File: src/rtl/hpu_ctrl_regs_if.sv
// hpu_ctrl_regs_if -- AXI-Lite slave bundle for the HPU control register block.
//   Parameter ADDR_W : address width of the AW/AR channels.
//   master : drives addresses, write data/strobes and the B/R ready signals.
//   slave  : drives the ready signals on AW/W/AR and the B/R responses.
interface hpu_ctrl_regs_if #(parameter int ADDR_W = 12);
  logic [ADDR_W-1:0] awaddr;
  logic              awvalid;
  logic              awready;
  logic [31:0]       wdata;
  logic [3:0]        wstrb;
  logic              wvalid;
  logic              wready;
  logic [1:0]        bresp;
  logic              bvalid;
  logic              bready;
  logic [ADDR_W-1:0] araddr;
  logic              arvalid;
  logic              arready;
  logic [31:0]       rdata;
  logic [1:0]        rresp;
  logic              rvalid;
  logic              rready;

  modport master (
    output awaddr, awvalid, wdata, wstrb, wvalid, bready, araddr, arvalid, rready,
    input  awready, wready, bresp, bvalid, arready, rdata, rresp, rvalid
  );

  modport slave (
    input  awaddr, awvalid, wdata, wstrb, wvalid, bready, araddr, arvalid, rready,
    output awready, wready, bresp, bvalid, arready, rdata, rresp, rvalid
  );
endinterface

File: src/rtl/hpu_ctrl_regs.sv
// hpu_ctrl_regs -- AXI-Lite control/status registers for the HPU datapath.
//   clk       : single clock for bus and outputs
//   rst       : synchronous active-high reset
//   s_axi     : AXI-Lite slave (hpu_ctrl_regs_if.slave)
//   done      : one-cycle completion pulse from the datapath
//   matw      : matrix-write enable, self-clears after MAT_WORDS cycles
//   run, last : run enable and last-batch flag
//   user_regs : NUM_USER_REGS generic registers, reg i at [32i+31:32i]
//   irq       : registered done_sticky & IRQ_EN[0] (only with CTRL_IRQ_EN)
// Map: 0x000 CTRL, 0x004 STATUS (RO), 0x008 IRQ_EN (CTRL_IRQ_EN), 0x010+4i USER[i].
// Optional feature macro: CTRL_IRQ_EN (IRQ_EN register and irq port).
//
// Write FSM: W_IDLE | idle ; W_AW | address held, waiting data ; W_W | data held,
//            waiting address ; W_AWW | write applied, BVALID high
// Read FSM:  R_IDLE | idle ; R_AR1 | RDATA/RRESP being registered ; R_AR2 | RVALID high
module hpu_ctrl_regs #(
  parameter int ADDR_W        = 12,
  parameter int NUM_USER_REGS = 4,
  parameter int MAT_WORDS     = 100
) (
  input  logic                       clk,
  input  logic                       rst,
  hpu_ctrl_regs_if.slave             s_axi,
  input  logic                       done,
  output logic                       matw,
  output logic                       run,
  output logic                       last,
  output logic [32*NUM_USER_REGS-1:0] user_regs
`ifdef CTRL_IRQ_EN
  ,
  output logic                       irq
`endif
);

  typedef enum logic [1:0] {W_IDLE, W_AW, W_W, W_AWW} wstate_t;
  typedef enum logic [1:0] {R_IDLE, R_AR1, R_AR2} rstate_t;
  typedef enum logic [2:0] {SEL_NONE, SEL_CTRL, SEL_STATUS, SEL_IRQEN, SEL_USER} sel_t;
  typedef struct packed {
    sel_t       sel;
    logic [4:0] idx;
  } dec_t;

  function automatic dec_t decode(input logic [ADDR_W-1:0] a);
    logic [ADDR_W-1:0] wa;
    dec_t d;
    wa    = {a[ADDR_W-1:2], 2'b00};
    d.sel = SEL_NONE;
    d.idx = '0;
    if (wa == ADDR_W'(0)) d.sel = SEL_CTRL;
    if (wa == ADDR_W'(4)) d.sel = SEL_STATUS;
`ifdef CTRL_IRQ_EN
    if (wa == ADDR_W'(8)) d.sel = SEL_IRQEN;
`endif
    for (int i = 0; i < NUM_USER_REGS; i++) begin
      if (wa == ADDR_W'(16 + 4*i)) begin
        d.sel = SEL_USER;
        d.idx = 5'(i);
      end
    end
    return d;
  endfunction

  wstate_t wstate, wnext;
  rstate_t rstate, rnext;

  logic [ADDR_W-1:0] aw_addr_q, ar_addr_q;
  logic [31:0]       w_data_q, rdata_q, rd_val;
  logic [3:0]        w_strb_q;
  logic [1:0]        bresp_q, rresp_q;
  logic              rd_err;
  logic [ADDR_W-1:0] wr_addr;
  logic [31:0]       wr_data;
  logic [3:0]        wr_strb;
  logic              wr_fire, ctrl_wr;
  dec_t              wdec, rdec;
  logic [15:0]       mat_cnt;
  logic              done_sticky;
  logic [31:0]       user_q [NUM_USER_REGS];
`ifdef CTRL_IRQ_EN
  logic              irq_en;
`endif

  // ---------------- write FSM ----------------
  always_ff @(posedge clk) begin
    if (rst) wstate <= W_IDLE;
    else     wstate <= wnext;
  end

  always_comb begin
    wnext = wstate;
    case (wstate)
      W_IDLE: begin
        if (s_axi.awvalid && s_axi.wvalid) wnext = W_AWW;
        else if (s_axi.awvalid)            wnext = W_AW;
        else if (s_axi.wvalid)             wnext = W_W;
      end
      W_AW:    if (s_axi.wvalid)  wnext = W_AWW;
      W_W:     if (s_axi.awvalid) wnext = W_AWW;
      W_AWW:   if (s_axi.bready)  wnext = W_IDLE;
      default: wnext = W_IDLE;
    endcase
  end

  always_comb begin
    s_axi.awready = (wstate == W_IDLE) || (wstate == W_W);
    s_axi.wready  = (wstate == W_IDLE) || (wstate == W_AW);
    s_axi.bvalid  = (wstate == W_AWW);
  end

  // ---------------- read FSM ----------------
  always_ff @(posedge clk) begin
    if (rst) rstate <= R_IDLE;
    else     rstate <= rnext;
  end

  always_comb begin
    rnext = rstate;
    case (rstate)
      R_IDLE:  if (s_axi.arvalid && s_axi.arready) rnext = R_AR1;
      R_AR1:   rnext = R_AR2;
      R_AR2:   if (s_axi.rready) rnext = R_IDLE;
      default: rnext = R_IDLE;
    endcase
  end

  // A write address offered while the write side is idle takes priority,
  // so the read waits and always observes the completed write.
  always_comb begin
    s_axi.arready = (rstate == R_IDLE) && !((wstate == W_IDLE) && s_axi.awvalid);
    s_axi.rvalid  = (rstate == R_AR2);
  end

  // ---------------- datapath ----------------
  // A half-accepted write takes the held half from the capture registers
  // and the other half straight from the bus.
  assign wr_addr = (wstate == W_AW) ? aw_addr_q : s_axi.awaddr;
  assign wr_data = (wstate == W_W)  ? w_data_q  : s_axi.wdata;
  assign wr_strb = (wstate == W_W)  ? w_strb_q  : s_axi.wstrb;
  assign wr_fire = (wstate != W_AWW) && (wnext == W_AWW);
  assign wdec    = decode(wr_addr);
  assign rdec    = decode(ar_addr_q);
  assign ctrl_wr = wr_fire && (wdec.sel == SEL_CTRL) && wr_strb[0];

  assign s_axi.bresp = bresp_q;
  assign s_axi.rdata = rdata_q;
  assign s_axi.rresp = rresp_q;

  always_comb begin
    rd_val = '0;
    rd_err = 1'b0;
    case (rdec.sel)
      SEL_CTRL:   rd_val = {29'd0, last, run, matw};
      SEL_STATUS: rd_val = {mat_cnt, 12'd0, done_sticky, last, run, matw};
`ifdef CTRL_IRQ_EN
      SEL_IRQEN:  rd_val = {31'd0, irq_en};
`endif
      SEL_USER: begin
        for (int i = 0; i < NUM_USER_REGS; i++)
          if (rdec.idx == 5'(i)) rd_val = user_q[i];
      end
      default:    rd_err = 1'b1;
    endcase
  end

  always_ff @(posedge clk) begin
    if (rst) begin
      aw_addr_q   <= '0;
      ar_addr_q   <= '0;
      w_data_q    <= '0;
      w_strb_q    <= '0;
      bresp_q     <= 2'b00;
      rresp_q     <= 2'b00;
      rdata_q     <= '0;
      matw        <= 1'b0;
      run         <= 1'b0;
      last        <= 1'b0;
      mat_cnt     <= '0;
      done_sticky <= 1'b0;
      for (int i = 0; i < NUM_USER_REGS; i++) user_q[i] <= '0;
`ifdef CTRL_IRQ_EN
      irq_en      <= 1'b0;
      irq         <= 1'b0;
`endif
    end else begin
      if (s_axi.awvalid && s_axi.awready) aw_addr_q <= s_axi.awaddr;
      if (s_axi.wvalid && s_axi.wready) begin
        w_data_q <= s_axi.wdata;
        w_strb_q <= s_axi.wstrb;
      end
      if (s_axi.arvalid && s_axi.arready) ar_addr_q <= s_axi.araddr;

      if (wr_fire)
        bresp_q <= ((wdec.sel == SEL_NONE) || (wdec.sel == SEL_STATUS)) ? 2'b10 : 2'b00;

      if (rstate == R_AR1) begin
        rdata_q <= rd_err ? 32'd0 : rd_val;
        rresp_q <= rd_err ? 2'b10 : 2'b00;
      end

      // A CTRL write overrides the auto-clear and restarts the load count.
      if (ctrl_wr) begin
        matw    <= wr_data[0];
        run     <= wr_data[1];
        last    <= wr_data[2];
        mat_cnt <= '0;
      end else if (matw) begin
        if (mat_cnt == 16'(MAT_WORDS - 1)) begin
          matw    <= 1'b0;
          mat_cnt <= '0;
        end else begin
          mat_cnt <= mat_cnt + 16'd1;
        end
      end

      if (done)                         done_sticky <= 1'b1;
      else if (ctrl_wr && !wr_data[1])  done_sticky <= 1'b0;

      if (wr_fire && (wdec.sel == SEL_USER)) begin
        for (int i = 0; i < NUM_USER_REGS; i++)
          if (wdec.idx == 5'(i))
            for (int b = 0; b < 4; b++)
              if (wr_strb[b]) user_q[i][8*b +: 8] <= wr_data[8*b +: 8];
      end

`ifdef CTRL_IRQ_EN
      if (wr_fire && (wdec.sel == SEL_IRQEN) && wr_strb[0]) irq_en <= wr_data[0];
      irq <= done_sticky & irq_en;
`endif
    end
  end

  for (genvar g = 0; g < NUM_USER_REGS; g++) begin : g_user
    assign user_regs[32*g +: 32] = user_q[g];
  end

endmodule

File: src/flat_wrapper.sv
// flat-port wrapper written by rule: the top's interface ports become plain ports
module hpu_ctrl_regs_flat 
#(
  parameter int ADDR_W        = 12,
  parameter int NUM_USER_REGS = 4,
  parameter int MAT_WORDS     = 100
)
  (clk, rst, done, matw, run, last, user_regs, s_axi_awaddr, s_axi_awvalid, s_axi_wdata, s_axi_wstrb, s_axi_wvalid, s_axi_bready, s_axi_araddr, s_axi_arvalid, s_axi_rready, s_axi_awready, s_axi_wready, s_axi_bresp, s_axi_bvalid, s_axi_arready, s_axi_rdata, s_axi_rresp, s_axi_rvalid);
  hpu_ctrl_regs_if #(.ADDR_W(ADDR_W)) s_axi_i ();
  input  logic clk;
  input  logic rst;
  input  logic done;
  output logic matw;
  output logic run;
  output logic last;
  output logic [32*NUM_USER_REGS-1:0] user_regs;
  input wire logic [$bits(s_axi_i.awaddr)-1:0] s_axi_awaddr;
  input wire logic [$bits(s_axi_i.awvalid)-1:0] s_axi_awvalid;
  input wire logic [$bits(s_axi_i.wdata)-1:0] s_axi_wdata;
  input wire logic [$bits(s_axi_i.wstrb)-1:0] s_axi_wstrb;
  input wire logic [$bits(s_axi_i.wvalid)-1:0] s_axi_wvalid;
  input wire logic [$bits(s_axi_i.bready)-1:0] s_axi_bready;
  input wire logic [$bits(s_axi_i.araddr)-1:0] s_axi_araddr;
  input wire logic [$bits(s_axi_i.arvalid)-1:0] s_axi_arvalid;
  input wire logic [$bits(s_axi_i.rready)-1:0] s_axi_rready;
  output wire logic [$bits(s_axi_i.awready)-1:0] s_axi_awready;
  output wire logic [$bits(s_axi_i.wready)-1:0] s_axi_wready;
  output wire logic [$bits(s_axi_i.bresp)-1:0] s_axi_bresp;
  output wire logic [$bits(s_axi_i.bvalid)-1:0] s_axi_bvalid;
  output wire logic [$bits(s_axi_i.arready)-1:0] s_axi_arready;
  output wire logic [$bits(s_axi_i.rdata)-1:0] s_axi_rdata;
  output wire logic [$bits(s_axi_i.rresp)-1:0] s_axi_rresp;
  output wire logic [$bits(s_axi_i.rvalid)-1:0] s_axi_rvalid;
  assign s_axi_i.awaddr = s_axi_awaddr;
  assign s_axi_i.awvalid = s_axi_awvalid;
  assign s_axi_i.wdata = s_axi_wdata;
  assign s_axi_i.wstrb = s_axi_wstrb;
  assign s_axi_i.wvalid = s_axi_wvalid;
  assign s_axi_i.bready = s_axi_bready;
  assign s_axi_i.araddr = s_axi_araddr;
  assign s_axi_i.arvalid = s_axi_arvalid;
  assign s_axi_i.rready = s_axi_rready;
  assign s_axi_awready = s_axi_i.awready;
  assign s_axi_wready = s_axi_i.wready;
  assign s_axi_bresp = s_axi_i.bresp;
  assign s_axi_bvalid = s_axi_i.bvalid;
  assign s_axi_arready = s_axi_i.arready;
  assign s_axi_rdata = s_axi_i.rdata;
  assign s_axi_rresp = s_axi_i.rresp;
  assign s_axi_rvalid = s_axi_i.rvalid;
  hpu_ctrl_regs #(.ADDR_W(ADDR_W), .NUM_USER_REGS(NUM_USER_REGS), .MAT_WORDS(MAT_WORDS)) u_core (.clk(clk), .rst(rst), .s_axi(s_axi_i), .done(done), .matw(matw), .run(run), .last(last), .user_regs(user_regs));
endmodule
File: config.mk
export PLATFORM = sky130hd
export DESIGN_NAME = hpu_ctrl_regs_flat
export DESIGN_NICKNAME = d
export VERILOG_FILES = /design/src/rtl/hpu_ctrl_regs_if.sv /design/src/rtl/hpu_ctrl_regs.sv /design/src/flat_wrapper.sv
export SDC_FILE = /design/constraint.sdc
export NUM_CORES = 1
export LEC_CHECK = 0
export CORE_MARGIN = 2
export CORE_UTILIZATION = 57
export DETAILED_ROUTE_END_ITERATION = 7
export DONT_BUFFER_PORTS = 1
export GPL_TIMING_DRIVEN = 0
export PLACE_DENSITY = 0.75
export SYNTH_ARGS = -nofsm -noshare
export SYNTH_HDL_FRONTEND = slang
export SYNTH_SLANG_ARGS = --single-unit
File: constraint.sdc
create_clock -name clk -period 2.03 [get_ports clk]
set_input_delay 0.406 -clock clk [delete_from_list [all_inputs] [get_ports clk]]
set_output_delay 0.406 -clock clk [all_outputs]
set_load 0.02 [all_outputs]
* Yosys cells after proc, flatten, opt, wreduce, memory -nomap -nowiden
Memory sizes are Yosys's and may differ from the RTL's.
Cells that the tools add are included.
** Operators by class
- Add/subtract/negate cells :: 1
- Eq/ne operators :: 32
- Muxes and demuxes :: 125
- Bitwise gates (word level) :: 16
- Reductions and logical operators :: 27
** Operators by type and width (count)
- two-way mux 32 bit :: 6
- two-way mux 8 bit :: 24
- case mux 32 bit (3 select lines) :: 1
- == test 10 x 3 -> 1 bit (second input constant) :: 8
- two-way mux 1 bit :: 77
- two-way mux 2 bit :: 12
- == test 10 x 1 -> 1 bit (second input constant) :: 2
- == test 5 x 2 -> 1 bit (second input constant) :: 4
- logical NOT 10 bit :: 2
- adder 16 x 1 -> 16 bit (second input constant) :: 1
- == test 16 x 7 -> 1 bit (second input constant) :: 1
- two-way mux 16 bit :: 1
- OR 1 bit :: 16
- two-way mux 12 bit :: 1
- logical AND 1 bit :: 11
- == test 5 x 1 -> 1 bit (second input constant) :: 2
- logical NOT 5 bit :: 2
- == test 2 bit (second input constant) :: 4
- case mux 2 bit (4 select lines) :: 1
- == test 3 x 1 -> 1 bit (second input constant) :: 2
- == test 3 x 2 -> 1 bit (second input constant) :: 2
- == test 3 bit (second input constant) :: 2
- != test 2 bit (second input constant) :: 3
- case mux 2 bit (3 select lines) :: 1
- 10 further kinds :: 15
** Word-level totals
- Register bits :: 120
- RAM bits :: 128
- Memories :: 1
** Memory list
- u_core.user_q :: depth 4, bits a word 32, read ports 4, clocked after memory_dff 0, wr ports 4, RTL line hpu_ctrl_regs.sv:78 : logic [31:0] user_q [NUM_USER_REGS];

* Logic depth before layout (Yosys ltp)
- Word-level depth :: 15
- Depth in mapped cells :: 9
- Gate-level depth less buffers :: 6

* Worst setup path after synthesis
Ideal clock, no wire load.
- Kind :: reg-to-reg
- Start :: register u_core.aw_addr_q[6]
- End :: memory u_core.user_q[0][3], data pin
- Setup time :: 0.135 ns
- Arrival :: 2.051 ns
- Data required time :: 1.895 ns
- Path slack :: -0.156 ns
- Stages on the path, launching flop included :: 8
- Clock period less this slack :: 2.186 ns
- Cell sequence :: dfxtp_1 > or4_4 > nor3_4 > a22oi_2 > or4b_1 > buf_6 > buf_12 > nor2_2
** RTL lines
- start, declared :: RTL line hpu_ctrl_regs.sv:66 : logic [ADDR_W-1:0] aw_addr_q, ar_addr_q;
- start signal, assigned :: RTL line hpu_ctrl_regs.sv:185 : if (s_axi.awvalid && s_axi.awready) aw_addr_q <= s_axi.awaddr;
- end, declared :: RTL line hpu_ctrl_regs.sv:78

==> out/qor.csv <==
stage,metric,value,unit
run_status,status,"finished, violations left",
run_status,failing checks,negative setup slack,
cells_and_area,antenna cells,0,
sta,Slew @ Worst Pin,0.7334,ns
yosys,asr flop ratio synth,0,%
clock_tree,total CTS buffers,25,
yosys,"Top FF cell, synth",edfxtp_1,
sta,Worst Skew,0.007867,ns
yosys,synthesized cell area,0.01051,sq mm
flow_run,max_cap viols,0,
sta,fmax,0.4534,GHz
yosys,most numerous cell in the Yosys netlist,nand2_1,
sta,"Hold Vio Cnt, Final",0,
place,Placer Congestion,0.9179,
clock_tree,Sink Count,242,
setup_path,worst path required time,2.25,ns
yosys,Yosys top cell by area,edfxtp_1,
clock_tree,H-tree depth,1,
sta,Final min period,2.205,ns
detailed_routing,post-route ant nets,0,
yosys,main combinational cell family by area after synthesis,simple AND/OR/NAND/NOR gates,
detailed_routing,Routed wire per std cell,23.40,um
setup_path,"Data arrival, critical path",2.43,ns
cells_and_area,register area,0.006137,sq mm
sta,Final Slew Violations,0,
yosys,"Distinct cells, synth",58,
detailed_routing,detailed-route via count,8109,
detailed_routing,Post-route DRC,0,
place,placed cell area,0.01082,sq mm
cells_and_area,Layout Cell Area excl Fill,0.01235,sq mm
cells_and_area,Final Net Count,1138,
sta,RSZ-0062 raised after global routing,true,
yosys,synthesized-area fraction occupied by xor and xnor cells,0.3335,%
yosys,syn avg cell area,10.26,sq um
clock_tree,Clock Pin Slew Worst Setup and Hold Paths,0.06,ns
floorplan,Top Ports,240,
detailed_routing,initial DRC count,560,
sta,Tcrit/Tclk final,108.6,%
yosys,mux contribution to synthesized area,7.646,%
floorplan,die height,139.8,um
global_routing,first-pass GRT wire length,46020,um
clock_tree,worst skew pair latency,0.52,ns
global_routing,grt ovf,0,
setup_path,Critical Path Sink Type,register,
cells_and_area,Layout area overhead,17.59,%
floorplan,Die W,139.8,um
yosys,adder-cell share of the synthesized area,0.1191,%
worst_hold_path,worst min path class,in2reg,
cells_and_area,area of the multi-input gates,0.004423,sq mm
sta,final setup margin,-0.1753,ns
setup_path,Crit Path Class,reg2reg,
yosys,Synth Instances,1024,
yosys,synth top area cells,"edfxtp_1, dfxtp_1, nand2_1, nor2_1, mux4_2",
yosys,Synth Area in Simple Gates,19.11,%
global_routing,GRT Overall Usage,30.35,%
global_routing,largest net degree at the start of global routing,15,
detailed_routing,Total Wirelength,30820,um
yosys,"flops & latches, synth",242,
power,static leakage,4.379,nW
detailed_routing,drt pass-1 iters,5,
setup_path,crit start category,register,
cells_and_area,share of post-route cells with drive strength above 1,19.12,%
yosys,synth warn,0,
clock_tree,CTS tree,built,
power,Worst VDD drop,720.8,uV
floorplan,row cnt,49,
place,IO Port Bufs,0,
floorplan,Starting Density,58.29,%
clock_tree,hold buffer count at CTS,0,
clock_tree,Clock Path Buffers,3,
yosys,Synth Area in Compound Gates,11.36,%
floorplan,Core Footprint,0.01802,sq mm
floorplan,die area,0.01953,sq mm
detailed_routing,Via density,6.157,
global_routing,initial antenna violation count,0,
clock_tree,Root Driver,clkbuf_16,
yosys,register area share after synthesis,58.31,%
yosys,share of the synthesized area in the top cell type,36.58,%
power,Pwr Density,901.7,mW/mm^2
setup_path,worst-path fanout max,8,
place,Detailed Place HPWL,22040,um
yosys,top post-synthesis cells by count,"nand2_1, nor2_1, edfxtp_1",
sta,Final setup viols,250,
yosys,"EDFF count, synth",128,
cells_and_area,Filler cells,1356,
sta,Slew headroom,50.78,%
power,Final Power,0.01114,W
global_routing,vias in the first global route,8007,
==> metal layers <==
metal | track usage (%) | vias up | share of wire [%]
li1 | - | 3682 | -
met1 | 38.32 | 3926 | 38
met2 | 50.86 | 424 | 48
met3 | 8.224 | 77 | 10
met4 | 10.32 | 0 | 3.7
met5 | 0 | - | 0
==> through the flow <==
step           setup TNS [ns]  hold WS, ns  instances  utilization, %  worst slack, ns
3_3_place_gp          -118.03       0.4413       1254           60.03          -0.6049
3_5_place_dp          -132.71       0.4469       1254           60.03          -0.6440
2_1_floorplan          -4.742       0.4310       1025               -         -0.04493
6_report               -22.30      0.01262       1317           68.54          -0.1753
5_1_grt                -38.32      0.01061       1317           68.54          -0.2242
4_1_cts                -34.13     0.007719       1308           67.25          -0.2161
==> power by group <==
part | total, W | leakage (nW) | internal [W] | switching [W]
logic | 0.000973 | 1.73 | 0.000349 | 0.000624
registers | 0.00561 | 2.25 | 0.00532 | 0.000290
clock network | 0.00455 | 0.408 | 0.00267 | 0.00189
total | 0.0111 | 4.38 | 0.00834 | 0.00280
==> sequential cells by signal, summed over array words and instances (netlist names), 2 cells and up <==
name                flops
u_core.user_q         128
u_core.s_axi.rdata     32
u_core.w_data_q        32
u_core.mat_cnt         16
u_core.ar_addr_q       10
u_core.aw_addr_q       10
u_core.w_strb_q         4
u_core.rstate           2
u_core.wstate           2
==> worst max-delay path, cell delays in order, from the launching register on <==
cell     delay (ns)
dfxtp_2        0.32
or4_4          0.53
nor3_4         0.17
a22oi_2        0.13
buf_4          0.17
nor3_4         0.33
a21o_4         0.25
==> final timing paths <==
path                        startpoint              endpoint  slack (ns)  depth (start not counted)
setup / recovery   u_core.aw_addr_q[9]  u_core.user_q[0][22]       -0.18                          6
setup reg to reg   u_core.aw_addr_q[9]  u_core.user_q[0][22]       -0.18                          6
hold reg to reg   u_core.aw_addr_q[10]  u_core.aw_addr_q[10]        0.45                          2
hold / removal         s_axi_wdata[10]   u_core.w_data_q[10]        0.01                          2
==> cell type report <==
type                            instances  share of cell area, %
Sequential cell                       242                  49.68
Multi-Input combinational cell        711                  35.80
Clock buffer                           33                  5.631
Buffer                                 59                  3.322
Tap cell                              229                  2.319
Timing Repair Buffer                   27                  2.157
Clock inverter                         13                  1.003
Inverter                                3                0.09115
==> cell families (layout without fill, tap and decap cells) <==
group	Yosys count	count (layout)
other	1	2
flip-flops	242	242
adder cells (fa/ha/maj)	1	1
multiplexers	53	53
AND/OR/NAND/NOR	463	463
XOR/XNOR	4	4
AO/OA/AOI/OAI	188	188
buffers and inverters	72	135
==> repair_timing <==
item | CTS | global route
gates cloned | 2 | 1
setup buffers | 14 | 10
pin swaps | 6 | 15
endpoints found under the setup margin | 320 | 300
resized for setup | 106 | 41
==> layout by cell type, fill, tap and decap left out, types with 12 or more instances in the layout <==
cell	count
mux4_2	20
edfxtp_1	128
dfxtp_1	107
clkbuf_16	26
nand2_1	196
a21oi_1	60
nor3_1	14
nor2_1	166
buf_4	18
mux2_2	15
mux2i_1	14
o221ai_1	12
clkbuf_1	33
a22oi_1	17
a21o_1	30
nor2_2	16
o21ai_0	38
Power figures use the tool's default switching activity.
